**src/rtl/dispatch_pkg.sv**
```systemverilog
// Shared dispatch types: reservation-station classes, RV opcode fields and helpers.
package dispatch_pkg;

  localparam int unsigned NUM_RS = 4;
  localparam int unsigned OPC_W  = 7;
  localparam int unsigned F7_W   = 7;

  typedef enum logic [1:0] {
    ALU = 2'd0,
    MUL = 2'd1,
    LSU = 2'd2,
    BR  = 2'd3
  } rs_class_t;

  localparam logic [OPC_W-1:0] OP_REG    = 7'b0110011;
  localparam logic [OPC_W-1:0] OP_LOAD   = 7'b0000011;
  localparam logic [OPC_W-1:0] OP_STORE  = 7'b0100011;
  localparam logic [OPC_W-1:0] OP_BRANCH = 7'b1100011;
  localparam logic [OPC_W-1:0] OP_JAL    = 7'b1101111;
  localparam logic [OPC_W-1:0] OP_JALR   = 7'b1100111;
  localparam logic [F7_W-1:0]  F7_MULDIV = 7'b0000001;

  // One-hot station select for a class code.
  function automatic logic [NUM_RS-1:0] rs_onehot(input rs_class_t cls);
    return NUM_RS'(1) << cls;
  endfunction

endpackage

```
**src/rtl/iq_dispatch_if.sv**
```systemverilog
// Queue-read, reservation-station and dispatch-register signals of iq_dispatch.
interface iq_dispatch_if #(
  parameter int unsigned D_WIDTH   = 32,
  parameter int unsigned TAG_WIDTH = 5
);

  logic                              iq_empty;
  logic [D_WIDTH-1:0]                iq_rdata;
  logic                              iq_ren;
  logic [dispatch_pkg::NUM_RS-1:0]   rs_ready;
  logic [dispatch_pkg::NUM_RS-1:0]   rs_we;
  logic                              disp_valid;
  dispatch_pkg::rs_class_t           disp_class;
  logic [D_WIDTH-1:0]                disp_inst;
  logic [TAG_WIDTH-1:0]              disp_tag;

  modport master (
    input  iq_empty, iq_rdata, rs_ready,
    output iq_ren, rs_we, disp_valid, disp_class, disp_inst, disp_tag
  );

  modport slave (
    output iq_empty, iq_rdata, rs_ready,
    input  iq_ren, rs_we, disp_valid, disp_class, disp_inst, disp_tag
  );

endinterface

```
**src/rtl/inst_classify.sv**
```systemverilog
// Combinational instruction-word to reservation-station class decoder.
module inst_classify
  import dispatch_pkg::*;
(
  input  logic [31:0] word,
  output rs_class_t   cls
);

  logic [OPC_W-1:0] opcode;
  logic [F7_W-1:0]  funct7;
  logic             unused_bits;

  assign opcode      = word[6:0];
  assign funct7      = word[31:25];
  assign unused_bits = ^word[24:7];

  // Illegal encodings fall through to ALU, which owns the exception.
  always_comb begin
    cls = ALU;
    case (opcode)
      OP_REG:                     cls = (funct7 == F7_MULDIV) ? MUL : ALU;
      OP_LOAD, OP_STORE:          cls = LSU;
      OP_BRANCH, OP_JAL, OP_JALR: cls = BR;
      default:                    cls = ALU;
    endcase
  end

endmodule

```
**src/rtl/iq_dispatch.sv**
```systemverilog
// Instruction-queue consumer: pops show-ahead head, holds one word, writes it to its station.
module iq_dispatch
  import dispatch_pkg::*;
#(
  parameter int unsigned D_WIDTH   = 32,
  parameter int unsigned TAG_WIDTH = 5
) (
  input  logic          clk,
  input  logic          rst,
  input  logic          flush,
  iq_dispatch_if.master bus
);

  logic                 valid_q;
  logic [D_WIDTH-1:0]   inst_q;
  rs_class_t            cls_q;
  logic [TAG_WIDTH-1:0] tag_q;

  rs_class_t            cls_d;
  logic                 fire;
  logic                 pop;

  inst_classify u_classify (
    .word (bus.iq_rdata[31:0]),
    .cls  (cls_d)
  );

  // rst gates both strobes so a held word is dropped silently.
  assign fire = ~rst & ~flush & valid_q & bus.rs_ready[cls_q];
  assign pop  = ~rst & ~flush & ~bus.iq_empty & (~valid_q | fire);

  assign bus.iq_ren     = pop;
  assign bus.rs_we      = fire ? rs_onehot(cls_q) : '0;
  assign bus.disp_valid = valid_q;
  assign bus.disp_class = cls_q;
  assign bus.disp_inst  = inst_q;
  assign bus.disp_tag   = tag_q;

  // Output register: pop replaces, fire alone empties, flush drops without touching the tag.
  always_ff @(posedge clk) begin
    if (rst) begin
      valid_q <= 1'b0;
      inst_q  <= '0;
      cls_q   <= ALU;
      tag_q   <= '0;
    end else begin
      if (flush) begin
        valid_q <= 1'b0;
      end else if (pop) begin
        valid_q <= 1'b1;
        inst_q  <= bus.iq_rdata;
        cls_q   <= cls_d;
      end else if (fire) begin
        valid_q <= 1'b0;
      end
      if (fire) begin
        tag_q <= tag_q + TAG_WIDTH'(1);
      end
    end
  end

endmodule

```
**src/flat_wrapper.sv**
```systemverilog
// flat-port wrapper written by rule: the top's interface ports become plain ports
module iq_dispatch_flat import dispatch_pkg::*;
#(
  parameter int unsigned D_WIDTH   = 32,
  parameter int unsigned TAG_WIDTH = 5
)
  (clk, rst, flush, bus_iq_empty, bus_iq_rdata, bus_rs_ready, bus_iq_ren, bus_rs_we, bus_disp_valid, bus_disp_class, bus_disp_inst, bus_disp_tag);
  iq_dispatch_if #(.D_WIDTH(D_WIDTH), .TAG_WIDTH(TAG_WIDTH)) bus_i ();
  input  logic clk;
  input  logic rst;
  input  logic flush;
  input wire logic [$bits(bus_i.iq_empty)-1:0] bus_iq_empty;
  input wire logic [$bits(bus_i.iq_rdata)-1:0] bus_iq_rdata;
  input wire logic [$bits(bus_i.rs_ready)-1:0] bus_rs_ready;
  output wire logic [$bits(bus_i.iq_ren)-1:0] bus_iq_ren;
  output wire logic [$bits(bus_i.rs_we)-1:0] bus_rs_we;
  output wire logic [$bits(bus_i.disp_valid)-1:0] bus_disp_valid;
  output wire logic [$bits(bus_i.disp_class)-1:0] bus_disp_class;
  output wire logic [$bits(bus_i.disp_inst)-1:0] bus_disp_inst;
  output wire logic [$bits(bus_i.disp_tag)-1:0] bus_disp_tag;
  assign bus_i.iq_empty = bus_iq_empty;
  assign bus_i.iq_rdata = bus_iq_rdata;
  assign bus_i.rs_ready = bus_rs_ready;
  assign bus_iq_ren = bus_i.iq_ren;
  assign bus_rs_we = bus_i.rs_we;
  assign bus_disp_valid = bus_i.disp_valid;
  assign bus_disp_class = bus_i.disp_class;
  assign bus_disp_inst = bus_i.disp_inst;
  assign bus_disp_tag = bus_i.disp_tag;
  iq_dispatch #(.D_WIDTH(D_WIDTH), .TAG_WIDTH(TAG_WIDTH)) u_core (.clk(clk), .rst(rst), .flush(flush), .bus(bus_i));
endmodule
```
**config.mk**
```make
export PLATFORM = sky130hd
export DESIGN_NAME = iq_dispatch_flat
export DESIGN_NICKNAME = d
export VERILOG_FILES = /design/src/rtl/dispatch_pkg.sv /design/src/rtl/iq_dispatch_if.sv /design/src/rtl/inst_classify.sv /design/src/rtl/iq_dispatch.sv /design/src/flat_wrapper.sv
export SDC_FILE = /design/constraint.sdc
export NUM_CORES = 1
export LEC_CHECK = 0
export ABC_CLOCK_PERIOD_IN_PS = 2250
export CORE_ASPECT_RATIO = 1.1
export CORE_UTILIZATION = 60
export CTS_CLUSTER_DIAMETER = 80
export CTS_CLUSTER_SIZE = 16
export DETAILED_ROUTE_END_ITERATION = 12
export DONT_BUFFER_PORTS = 1
export HOLD_SLACK_MARGIN = 0.03
export PLACE_DENSITY = 0.78
export RECOVER_POWER = 50
export SETUP_SLACK_MARGIN = 0.05
export SYNTH_ARGS = -nofsm -noshare
export SYNTH_HDL_FRONTEND = slang
export SYNTH_SLANG_ARGS = --single-unit
```
**constraint.sdc**
```tcl
create_clock -name clk -period 2.25 [get_ports clk]
set_input_delay 0.1125 -clock clk [delete_from_list [all_inputs] [get_ports clk]]
set_output_delay 0.1125 -clock clk [all_outputs]
set_load 0.02 [all_outputs]
```
==> results.py <==
metrics = {
    "outcome": {
        "status": "finished clean",
    },
    "sta": {
        "tns_ns": 0,
        "period_minus_slack_ns": 1.94,
        "final-max-slew-violation-count": 0,
        "hold_viol_final": 0,
        "setup_viol": 0,
        "fin_crit_sh_pct": 86.0,
        "relSlewSlack_pct": 65.3,
        "setup_ws_ns": 0.315,
        "rsz0062_at_grt": "no",
        "fmax_mhz": 517,
        "fin_worst_skew_ns": 0.0135,
        "worst_pin_slew_ns": 0.520,
    },
    "synthesis": {
        "syn_inst": 196,
        "synth_area_mm2": 0.00160,
        "synth_area_leaders": "dfxtp_1, nand2_1, a21oi_1",
        "synth.top_cell.area_share_pct": 50.0,
        "synth_top_area_cell": "dfxtp_1",
        "yosys_warnings": 0,
        "ys_seq_area_share_pct": 50.0,
        "synth_nets": 237,
        "synth_cell_types": 29,
        "synth_seq_cells": 40,
        "syn_area_per_cell_um2": 8.16,
    },
    "finish": {
        "final_util_pct": 81.9,
        "seq_area_um2": 801,
        "layout.nets": 275,
        "n_antenna_cell": 0,
        "fill_cells": 161,
        "multiInputGateArea_um2": 717,
        "synthToLayoutAreaGrowth_pct": 29.0,
        "drive_gt1_share_pct": 7.66,
        "stdcell_count": 266,
    },
    "setup_path": {
        "start_kind": "register",
        "path_max_fanout": 27,
        "end_kind": "register",
        "path_class": "reg2reg",
        "crit_required_ns": 2.53,
        "arrival_ns": 2.22,
    },
    "routing": {
        "wire_per_inst_um": 15.4,
        "vias": 1516,
        "drtAntennaViolNets": 0,
        "remaining_drc_errors": 0,
        "first_pass_iters": 4,
        "routed_wl_mm": 4.10,
        "avgViaCountPerCell": 5.70,
        "drt_first_iter_violations": 54,
    },
    "floorplan": {
        "pin_count": 85,
        "start_util_pct": 63.5,
        "rows": 19,
        "die_y_um": 56.2,
        "die_area_mm2": 0.00288,
        "die_w_um": 51.2,
        "core_area_mm2": 0.00252,
    },
    "power_and_ir_drop": {
        "max-vdd-ir-drop_mv": 0.792,
        "power.density_mw_per_mm2": 683,
        "p_leak_nw": 0.735,
    },
    "place": {
        "dp_slack_ns": 0.366,
        "port_buffers": 0,
        "globalplace.congestion": 0.830,
        "dp.cells": 222,
        "dp_hpwl_mm": 2.39,
    },
    "clock_tree": {
        "clk_pin_slew_ns": 0.13,
        "tritoncts": "done",
        "cts.htree.levels": 2,
        "clock_sinks": 40,
        "cts-root-buf": "clkbuf_4",
        "cts_buffers": 5,
        "clk_latency_ns": 0.35,
        "cts_max_path_buffers": 2,
    },
    "run": {
        "cap_violations": 0,
    },
    "grt": {
        "grt_pass1_wl_mm": 6.58,
        "grt_max_degree": 42,
        "grt_usage_pct": 31.2,
        "antenna_found_initial": 0,
        "grt_pass1_vias": 1471,
        "globalRouteOverflowTotal": 0,
    },
    "worst_hold_path": {
        "hp-class": "in2reg",
    },
}
flip-flops by register name, indices dropped and copies added, names as in the netlist:
name	cells
u_core.bus.disp_class	2
u_core.bus.disp_tag	5
u_core.bus.disp_valid	1
u_core.bus.disp_inst	32
metal layers:
layer	vias to the layer above	GRT usage (%)	wire length (um)
li1	725	-	-
met1	691	32.3	1510
met2	88	53.8	2130
met3	12	12.3	384
met4	0	15.1	84
met5	-	0	0
kinds of logic after synthesis:
group	share of synthesized area (%)
compound gates	14.4
fa+ha+maj	0.782
simple gates	25.6
mux	2.03
xor+xnor	1.64
buf+inv	5.47
flops	50.0
cells in the final DEF (no fill, tap or decap), drive strengths merged, types with 2 or more instances in the layout:
master and n:
dlygate4sd3 35, dfxtp 40, nor2b 2, nand2 71, nor4 3, clkbuf 8
nor2 6, buf 5, o21ai 4, inv 2, nor3 2, nor3b 2
a21oi 34, nand3 5, xor2 3
synth_stat cells:
cell,instances
and3_1,1
nor2_1,6
clkbuf_1,4
a32oi_1,1
buf_6,4
nand2_1,71
nor3_1,2
mux2i_1,1
nand3_1,5
mux4_2,1
and4_1,1
and2_1,1
ha_1,1
buf_2,2
and4b_1,1
a211oi_2,1
o21ai_4,1
inv_4,1
inv_1,1
nor4_1,3
nor2b_1,2
nor4b_1,1
a21oi_1,34
o21ai_0,3
nor3b_1,2
o31ai_1,1
xor2_1,3
buf_4,1
dfxtp_1,40
repair_timing:
item	CTS	global route
buffers inserted	0	0
hold buffers	36	0
endpoints found under the hold margin	40	0
setup endpoints to repair	0	1
gates resized for setup	0	1
report_power, final:
group	internal (mW)	switching, mW	total [mW]
clock network	0.266	0.245	0.511
registers	0.729	0.0377	0.766
logic	0.0674	0.0651	0.133
total	1.06	0.348	1.41
path summary, 6_finish.rpt:
path              slack [ns]  cells after the start                               endpoint                                   from
hold / removal          0.05                      4  u_core.bus.disp_class[1]$_SDFFE_PP0P_                        bus_iq_rdata[5]
hold reg to reg         0.56                      2  u_core.bus.disp_inst[12]$_SDFFE_PP0P_  u_core.bus.disp_inst[12]$_SDFFE_PP0P_
setup / recovery        0.31                      5  u_core.bus.disp_inst[20]$_SDFFE_PP0P_  u_core.bus.disp_class[0]$_SDFFE_PP0P_
setup reg to reg        0.31                      5  u_core.bus.disp_inst[20]$_SDFFE_PP0P_  u_core.bus.disp_class[0]$_SDFFE_PP0P_
area by class of cell:
type                            instances  area share, %
Multi-Input combinational cell        143           34.7
Sequential cell                        40           38.8
Inverter                                2          0.485
Tap cell                               31           1.88
Timing Repair Buffer                   42           19.8
Clock buffer                            6           2.48
Clock inverter                          2           1.88
through the flow:
stage	hold slack (ns)	total power, mW	area [um2]
2_1_floorplan	0.248	0.847	1600
3_3_place_gp	0.185	0.842	1610
4_1_cts	0.0486	1.41	2070
6_report	0.0544	1.41	2060
3_5_place_dp	0.187	0.846	1610
5_1_grt	0.0674	1.46	2060
critical path, cell delays in order, from the launching register on:
cell and delay (ns):
dfxtp_1 0.37, mux4_2 0.59, o21ai_4 0.28, buf_4 0.34, nand2_1 0.10, a21oi_1 0.19
Note: power is estimated with default switching activity, not from simulation.
